## src/rtl/sm_step_driver.sv

```systemverilog
// Step/direction pulse generator for a stepper power stage: enable wake-up delay,
// direction setup, one-deep request slot, position counter. Soft limits: SM_POS_LIMIT_EN.
module sm_step_driver #(
  parameter int unsigned        PULSE_W   = 50,
  parameter int unsigned        GAP_W     = 50,
  parameter int unsigned        DIR_SETUP = 10,
  parameter int unsigned        EN_DELAY  = 500,
  parameter logic signed [15:0] POS_MIN   = -16'sd30000,
  parameter logic signed [15:0] POS_MAX   = 16'sd30000
) (
  input  logic               clk,
  input  logic               rst,
  input  logic               drv_enable_SM,
  input  logic               drv_step,
  input  logic               drv_dir,
  output logic               sm_en,
  output logic               sm_step,
  output logic               sm_dir,
  output logic               busy,
  output logic signed [15:0] position,
  output logic               step_dropped,
  output logic               limit_hit
);

  typedef enum logic [2:0] {DISABLED, WAKE, IDLE, DIR_SET, PULSE_HI, PULSE_LO} state_t;

  localparam logic [15:0] T_WAKE = 16'(EN_DELAY - 1);
  localparam logic [15:0] T_DIR  = 16'(DIR_SETUP - 1);
  localparam logic [15:0] T_HI   = 16'(PULSE_W - 1);
  localparam logic [15:0] T_LO   = 16'(GAP_W - 1);

`ifdef SM_POS_LIMIT_EN
  localparam bit LIM_EN = 1'b1;
`else
  localparam bit LIM_EN = 1'b0;
`endif

  state_t      state_q, state_d;
  logic [15:0] cnt_q, cnt_d, pos_q, pos_d;
  logic        sm_en_q, sm_en_d, sm_step_q, sm_step_d, sm_dir_q, sm_dir_d;
  logic        pend_vld_q, pend_vld_d, pend_dir_q, pend_dir_d;
  logic        dropped_q, dropped_d, limit_q, limit_d;
  logic        tmr_done, at_serve, lim_block, srv_vld, srv_dir;
  logic signed [17:0] proj, nxt;

  function automatic logic [15:0] delta(input logic d);
    return d ? 16'h0001 : 16'hffff;
  endfunction

  // Projected position once the in-flight and parked steps have executed
  always_comb begin
    proj = 18'($signed(pos_q));
    if (state_q == DIR_SET) proj = proj + (sm_dir_q ? 18'sd1 : -18'sd1);
    if (pend_vld_q)         proj = proj + (pend_dir_q ? 18'sd1 : -18'sd1);
    nxt       = proj + (drv_dir ? 18'sd1 : -18'sd1);
    lim_block = LIM_EN && ((nxt > 18'(POS_MAX)) || (nxt < 18'(POS_MIN)));
  end

  always_comb begin
    state_d    = state_q;
    cnt_d      = cnt_q;
    pos_d      = pos_q;
    sm_dir_d   = sm_dir_q;
    pend_vld_d = pend_vld_q;
    pend_dir_d = pend_dir_q;
    dropped_d  = 1'b0;
    limit_d    = 1'b0;
    srv_vld    = 1'b0;
    srv_dir    = drv_dir;
    tmr_done   = (cnt_q == 16'd0);
    at_serve   = (state_q == IDLE) || ((state_q == PULSE_LO) && tmr_done);
    if (!drv_enable_SM) begin
      state_d    = DISABLED;
      cnt_d      = '0;
      pend_vld_d = 1'b0;
    end else if (state_q == DISABLED) begin
      state_d = WAKE;
      cnt_d   = T_WAKE;
    end else begin
      // A new request is rejected, dropped, served now, or parked in the slot
      if (drv_step) begin
        if (lim_block)       limit_d = 1'b1;
        else if (pend_vld_q) dropped_d = 1'b1;
        else if (at_serve)   srv_vld = 1'b1;
        else begin
          pend_vld_d = 1'b1;
          pend_dir_d = drv_dir;
        end
      end
      if (at_serve && pend_vld_q) begin
        srv_vld    = 1'b1;
        srv_dir    = pend_dir_q;
        pend_vld_d = 1'b0;
      end
      case (state_q)
        WAKE: if (tmr_done) state_d = IDLE; else cnt_d = cnt_q - 16'd1;
        DIR_SET:
          if (tmr_done) begin
            state_d = PULSE_HI;
            cnt_d   = T_HI;
            pos_d   = pos_q + delta(sm_dir_q);
          end else cnt_d = cnt_q - 16'd1;
        PULSE_HI:
          if (tmr_done) begin
            state_d = PULSE_LO;
            cnt_d   = T_LO;
          end else cnt_d = cnt_q - 16'd1;
        PULSE_LO: if (tmr_done) state_d = IDLE; else cnt_d = cnt_q - 16'd1;
        default: ;
      endcase
      if (srv_vld) begin
        if (srv_dir != sm_dir_q) begin
          state_d  = DIR_SET;
          sm_dir_d = srv_dir;
          cnt_d    = T_DIR;
        end else begin
          state_d = PULSE_HI;
          cnt_d   = T_HI;
          pos_d   = pos_q + delta(srv_dir);
        end
      end
    end
    sm_en_d   = (state_d != DISABLED);
    sm_step_d = (state_d == PULSE_HI);
  end

  always_ff @(posedge clk) begin
    if (rst) begin
      state_q    <= DISABLED;
      cnt_q      <= '0;
      pos_q      <= '0;
      sm_en_q    <= 1'b0;
      sm_step_q  <= 1'b0;
      sm_dir_q   <= 1'b1;
      pend_vld_q <= 1'b0;
      pend_dir_q <= 1'b0;
      dropped_q  <= 1'b0;
      limit_q    <= 1'b0;
    end else begin
      state_q    <= state_d;
      cnt_q      <= cnt_d;
      pos_q      <= pos_d;
      sm_en_q    <= sm_en_d;
      sm_step_q  <= sm_step_d;
      sm_dir_q   <= sm_dir_d;
      pend_vld_q <= pend_vld_d;
      pend_dir_q <= pend_dir_d;
      dropped_q  <= dropped_d;
      limit_q    <= limit_d;
    end
  end

  assign sm_en        = sm_en_q;
  assign sm_step      = sm_step_q;
  assign sm_dir       = sm_dir_q;
  assign busy         = (state_q != IDLE) && (state_q != DISABLED);
  assign position     = pos_q;
  assign step_dropped = dropped_q;
  assign limit_hit    = limit_q;

endmodule

```

## config.mk

```make
export PLATFORM = sky130hd
export DESIGN_NAME = sm_step_driver
export DESIGN_NICKNAME = d
export VERILOG_FILES = /design/src/rtl/sm_step_driver.sv
export SDC_FILE = /design/constraint.sdc
export NUM_CORES = 1
export LEC_CHECK = 0
export CAP_MARGIN = 15
export CORE_MARGIN = 2
export CORE_UTILIZATION = 59
export CTS_CLUSTER_SIZE = 14
export DETAILED_ROUTE_END_ITERATION = 6
export GPL_TIMING_DRIVEN = 0
export PLACE_DENSITY = 0.85
export SLEW_MARGIN = 10
export SYNTH_ARGS = -nofsm -noshare
export SYNTH_HDL_FRONTEND = slang
export SYNTH_SLANG_ARGS = --single-unit
```

## constraint.sdc

```tcl
create_clock -name clk -period 5.15 [get_ports clk]
set_clock_uncertainty 0.15 [all_clocks]
set_input_delay 1.03 -clock clk [delete_from_list [all_inputs] [get_ports clk]]
set_output_delay 1.03 -clock clk [all_outputs]
set_load 0.01 [all_outputs]
```

==> flow_summary.ini, run 1 <==
[status]
run_status = completed

[floorplanning]
die_area_sq_um = 6440
start_util = 0.615
placeableCoreArea_sq_um = 5570
io_pins = 27
num_rows = 27
dieWidth_um = 80.2
die_h_um = 80.2

[worst_setup_path]
crit_required_ns = 5.22
worst_ep_arrival_time_ns = 4.37
crit_type = flop to flop
slowest_stage = or4_4
r2r_cells = 16
startpoint_type = flop
r2r-end = position[14]
critPathMaxFanout = 10
path_cells = inv_1, ha_1, or3b_1, or4_4, o21ai_2, nand2_1, buf_2, xnor2_1, ha_1, clkbuf_1, nor2_1, nand3_1, nor3_1, a21oi_1, or4_1, a31oi_1
reg2reg_from = cnt_q[0]
max_stage_delay_ns = 0.58
crit_top_cell = ha_1
end_kind = flop
r2r_slack_ns = 0.85

[worst_hold_path]
holdPathStages = 2
hp-class = flop to flop
holdCritStartpoint = cnt_q[12]
hold_end = cnt_q[12]

[detailed_routing]
vias = 3763
drcViolationCount = 0
via_per_inst = 6.61
wl_um = 9710
wl_per_cell_um = 17.1
drt_iter0_drc = 511
drt-pass1-iter-count = 5
ant_nets = 0

[synth]
async_reset_ff_frac = 0
syn_area_per_cell_sq_um = 7.39
synth_nets = 486
synth.distinct_cells = 74
netlist_area_sq_um = 3430
ys_seq_elements = 41
synth_edf_count = 0
ys_seq_area_frac = 0.239
synth_top_area_share = 0.239
synthCells = 464
synth_top_cell_by_area = dfxtp_1
ys_warn_count = 0
synthTopCellsByArea = dfxtp_1 (24%), a21oi_1 (5.8%), ha_1 (5.8%)
synth-main-ff-cell = dfxtp_1

[layout]
fill_cells = 477
drive_above_1_share = 0.0724
antennaDiodeCount = 0
final_common_cell = nor2_1
layout_common_cells = nor2_1 (53), dfxtp_1 (41), a21oi_1 (40)
final_util = 0.696
area.growth.synth_to_final_pct = 13.2
fin_nets = 518

[grt]
grt_use_met2 = 0.475
grt_pass1_vias = 3318
gr-total-overflow = 0
grt_pass1_wl_um = 16000
grt_antenna_before_repair = 0
grtUsageTotal = 0.315
top_usage_layer = met2
grt_max_degree = 18
met3_usage = 0.0438
grt_util_met1 = 0.471

[clocking]
cts_setup_buffers = 0
cts_buffer_depth = 2
cts_inserted_buffers = 5
cts.sink_count = 41
cts_tree = yes
cts_resized = 0
ctsRootBufferMaster = clkbuf_8
holdBufCountCts = 0
ctsHtreeMaxLevel = 2
insertion_delay_ns = 0.30
clkTransAtPathRegs_ns = 0.09

[power_and_ir_drop]
power_density_nw_per_um2 = 182
leakage_nw = 1.46
ir_drop_mv = 0.157

[place]
io_buffers = 25
place.gp.congestion = 0.987
place_hpwl_um = 7220

[sta]
fin_setup_tns_ns = 0
setup_viol = 0
worst_pin_slew_ns = 1.01
hold_viol = 0
rsz0062_at_grt = no
slew_headroom = 0.323
fin_crit_sh = 0.835
finalMaxSlewViolations = 0
fmax_mhz = 232
fin_crit_ns = 4.30

[flow_run]
maxCapViolations = 0
[stage by stage]
stage | hold WS [ns] | power [mW] | instances | cell area, sq um | setup WS [ns]
floorplan | 0.307 | 0.410 | 464 | 3430 | 1.42
global placement | 0.319 | 0.436 | 561 | 3770 | 0.895
detailed placement | 0.337 | 0.438 | 561 | 3770 | 0.940
CTS | 0.349 | 0.704 | 569 | 3880 | 0.940
global route | 0.392 | 0.730 | 569 | 3880 | 0.548
finish | 0.349 | 0.708 | 569 | 3880 | 0.848
[cell families after synthesis]
kind of cell             share of synthesized area
buffers and inverters                       0.0529
XOR/XNOR                                    0.0511
AO/OA/AOI/OAI                                0.273
other                                      0.00109
AND/OR/NAND/NOR                              0.292
flip-flops                                   0.239
adder cells (fa/ha/maj)                     0.0642
multiplexers                                0.0270
[area by class of cell]
type | count | area [sq um] | area share
Multi-Input combinational cell | 379 | 2430 | 0.625
Sequential cell | 41 | 821 | 0.211
Timing Repair Buffer | 25 | 250 | 0.0645
Buffer | 25 | 110 | 0.0284
Tap cell | 72 | 90.1 | 0.0232
Inverter | 19 | 71.3 | 0.0184
Clock buffer | 5 | 68.8 | 0.0177
Clock inverter | 3 | 43.8 | 0.0113
[per-layer routing]
layer  share of wire  vias up  wire length (um)
li1                -     1794                 -
met1            0.45     1735              4410
met2            0.43      218              4170
met3            0.10       16               997
met4           0.014        0               133
met5               0        -                 0
[cells in the mapped netlist, types with 3 or more instances]
master     instances
a31oi_1            9
or4_1              4
or2_2              3
nand2b_1           4
nand3_1           13
or4_4              3
ha_1              16
o22ai_1            3
a21o_1             5
o211ai_1           3
a211oi_1           9
buf_2              4
a21oi_1           40
nand2_1           37
and2_1             4
inv_1             18
xnor2_1           16
o2111ai_1          5
nor4b_1            3
nor3_1            20
and3_1             4
nand4_1            6
clkbuf_1          19
o21ai_0           31
dfxtp_1           41
nor2_1            53
xor2_1             4
mux2i_1            7
o21bai_1           3
o21ai_1            6
nor4_1             9
or3_1              8
[worst max-delay path by stage]
stage | endpoint | cells after the start | startpoint | slack, ns
final | position[14] | 16 | cnt_q[0] | 0.85
after global routing | position[14] | 15 | cnt_q[0] | 0.55
after CTS | position[14] | 16 | cnt_q[0] | 0.94
after detailed placement | position[7] | 9 | drv_step | 0.94
after global placement | position[14] | 16 | cnt_q[0] | 0.90
after floorplan | position[14] | 16 | cnt_q[0] | 1.42
[flip-flops by register name, summed over array words and instances, names as in the netlist]
signal,count
position,16
cnt_q,16
pend_dir_q,1
step_dropped,1
sm_en,1
sm_step,1
sm_dir,1
pend_vld_q,1
state_q,3
[report_power, final]
group,switching [mW],internal (mW)
registers,0.00503,0.322
clock network,0.127,0.146
logic,0.0685,0.0395
total,0.200,0.507
[worst max-delay path, delay by kind of cell, from the launching register on]
| family | cells | cell delay [ns] |
|---|---|---|
| AND/OR/NAND/NOR | 7 | 2.20 |
| AO/OA/AOI/OAI | 3 | 0.48 |
| XOR/XNOR | 1 | 0.15 |
| adder cells (fa/ha/maj) | 2 | 0.37 |
| buffers and inverters | 3 | 0.53 |
| flip-flops | 1 | 0.32 |
(Power assumes the default switching activity.)
==> inputs of run 2 (changes only) <==
clock period = 4.3 ns   (was 5.15 ns; I/O delays follow)
==> run 2 against run 1 <==
  * Total power up 19%
  * Combinational power up 20%
  * Non-clock buffer count down 1
  * Die area unchanged
  * Wire length about the same
  * Final area up 0.35%
  * Register-to-register slack worse by 0.58 ns
  * Via count up 0.48%
  * Clock power up 18%
  * Sequential cell count unchanged
  * Critical path depth down 1
==> flow_summary.ini, run 2 (synthesized netlist as in run 1, its figures left out) <==
[detailed_routing]
via_per_inst = 6.66
drt-pass1-iter-count = 5
wl_per_cell_um = 17.1
vias = 3781
drcViolationCount = 0
ant_nets = 0
wl_um = 9700
drt_iter0_drc = 513

[worst_hold_path]
hp-class = flop to flop

[place]
pre_cts_slack_ns = 0.132
place.gp.congestion = 0.987
io_buffers = 25
place_hpwl_um = 7220
placed_cell_area_sq_um = 3770

[grt]
grtUsageTotal = 0.315
grt_pass1_vias = 3318
grt_max_degree = 18
grt_antenna_before_repair = 0
grt_pass1_wl_um = 16000
gr-total-overflow = 0

[worst_setup_path]
crit_type = flop to flop
path_delay_family = simple AND/OR/NAND/NOR gates
path_cells = inv_1, ha_1, or3b_1, or4_4, o21ai_4, nand2_1, buf_2, xnor2_1, ha_2, nor2_2, nand3_1, nor3_1, a21oi_1, or4_1, a31oi_1
startpoint_type = flop
critPathBufInv = 2
max_stage_delay_ns = 0.59
critPathMaxFanout = 10
worst_ep_arrival_time_ns = 4.11
crit_required_ns = 4.37
slowest_stage = or4_4
end_kind = flop

[floorplanning]
dieWidth_um = 80.2
placeableCoreArea_sq_um = 5570
die_h_um = 80.2
num_rows = 27
die_area_sq_um = 6440
io_pins = 27
start_util = 0.615

[sta]
setup_ws_ns = 0.266
setup_viol = 0
slew_headroom = 0.331
fin_crit_sh = 0.938
hold_viol = 0
fin_setup_tns_ns = 0
whs_ns = 0.350
fmax_mhz = 248
rsz0062_at_grt = no
worst_pin_slew_ns = 0.995
fin_crit_ns = 4.03
finalMaxSlewViolations = 0

[layout]
multi_input_area_sq_um = 2440
fill_cells = 475
seq_area_sq_um = 821
final_common_cell = nor2_1
final_util = 0.699
fin_nets = 517
area.growth.synth_to_final_pct = 13.6
fin_area_sq_um = 3890
drive_above_1_share = 0.0786
antennaDiodeCount = 0
layout_common_cells = nor2_1 (52), dfxtp_1 (41), a21oi_1 (40)

[clocking]
ctsHtreeMaxLevel = 2
insertion_delay_ns = 0.29
cts.sink_count = 41
cts_buffer_depth = 2
cts_inserted_buffers = 5
ctsRootBufferMaster = clkbuf_8
cts_tree = yes
holdBufCountCts = 0
cts_setup_buffers = 0
clkTransAtPathRegs_ns = 0.09

[power_and_ir_drop]
ir_drop_mv = 0.185
power_density_nw_per_um2 = 217
leakage_nw = 1.46

[status]
run_status = completed

[flow_run]
maxCapViolations = 0
==> run 2: cell count changes in the layout (fill, tap and decap cells not counted), sizes merged <==
| cell | change |
|---|---|
| clkbuf | -1 |
==> run 2: metrics by stage <==
stage                     total power, mW  std cells
after global routing                0.876        568
after detailed placement            0.525        561
final                               0.845        568
after floorplan                     0.491        464
after CTS                           0.843        569
after global placement              0.522        561
==> run 2: worst register-to-register path, delay by kind of cell (launching register included) <==
| kind | cells | cell delay, ns |
|---|---|---|
| compound gates | 3 | 0.45 |
| xor+xnor | 1 | 0.15 |
| fa+ha+maj | 2 | 0.44 |
| buf+inv | 2 | 0.35 |
| flops | 1 | 0.32 |
| simple gates | 7 | 2.10 |
==> run 2: final cells by class <==
cell class,count,area share
sequential,41,0.211
timing repair buffer,25,0.0642
inverter,19,0.0183
clock buffer,5,0.0177
tap,72,0.0231
buffer,24,0.0273
clock inverter,3,0.0112
multi-input combinational,379,0.627
==> run 2: power by group <==
part	switching (mW)	internal, mW	leakage, nW
clock	0.148	0.174	0.0585
combinational	0.0827	0.0477	1.07
sequential	0.00602	0.386	0.333
total	0.237	0.608	1.46
==> run 2: what timing repair did <==
item                                    in CTS  in global routing
resized for setup                            0                  4
hold endpoints to repair                     0                  0
endpoints found under the setup margin       0                  5
==> run 2: final timing paths <==
path                  start           end  slack (ns)  cells past startpoint
setup reg to reg   cnt_q[0]  position[14]        0.27                     15
setup / recovery   cnt_q[0]  position[14]        0.27                     15
hold reg to reg   cnt_q[12]     cnt_q[12]        0.35                      2
hold / removal    cnt_q[12]     cnt_q[12]        0.35                      2
==> run 2: metal layers <==
| metal | track usage | vias up | wire (um) |
|---|---|---|---|
| met5 | 0 | - | 0 |
| met4 | 0.0763 | 0 | 188 |
| met3 | 0.0438 | 18 | 933 |
| met2 | 0.475 | 238 | 4130 |
| met1 | 0.471 | 1733 | 4460 |
| li1 | - | 1792 | - |
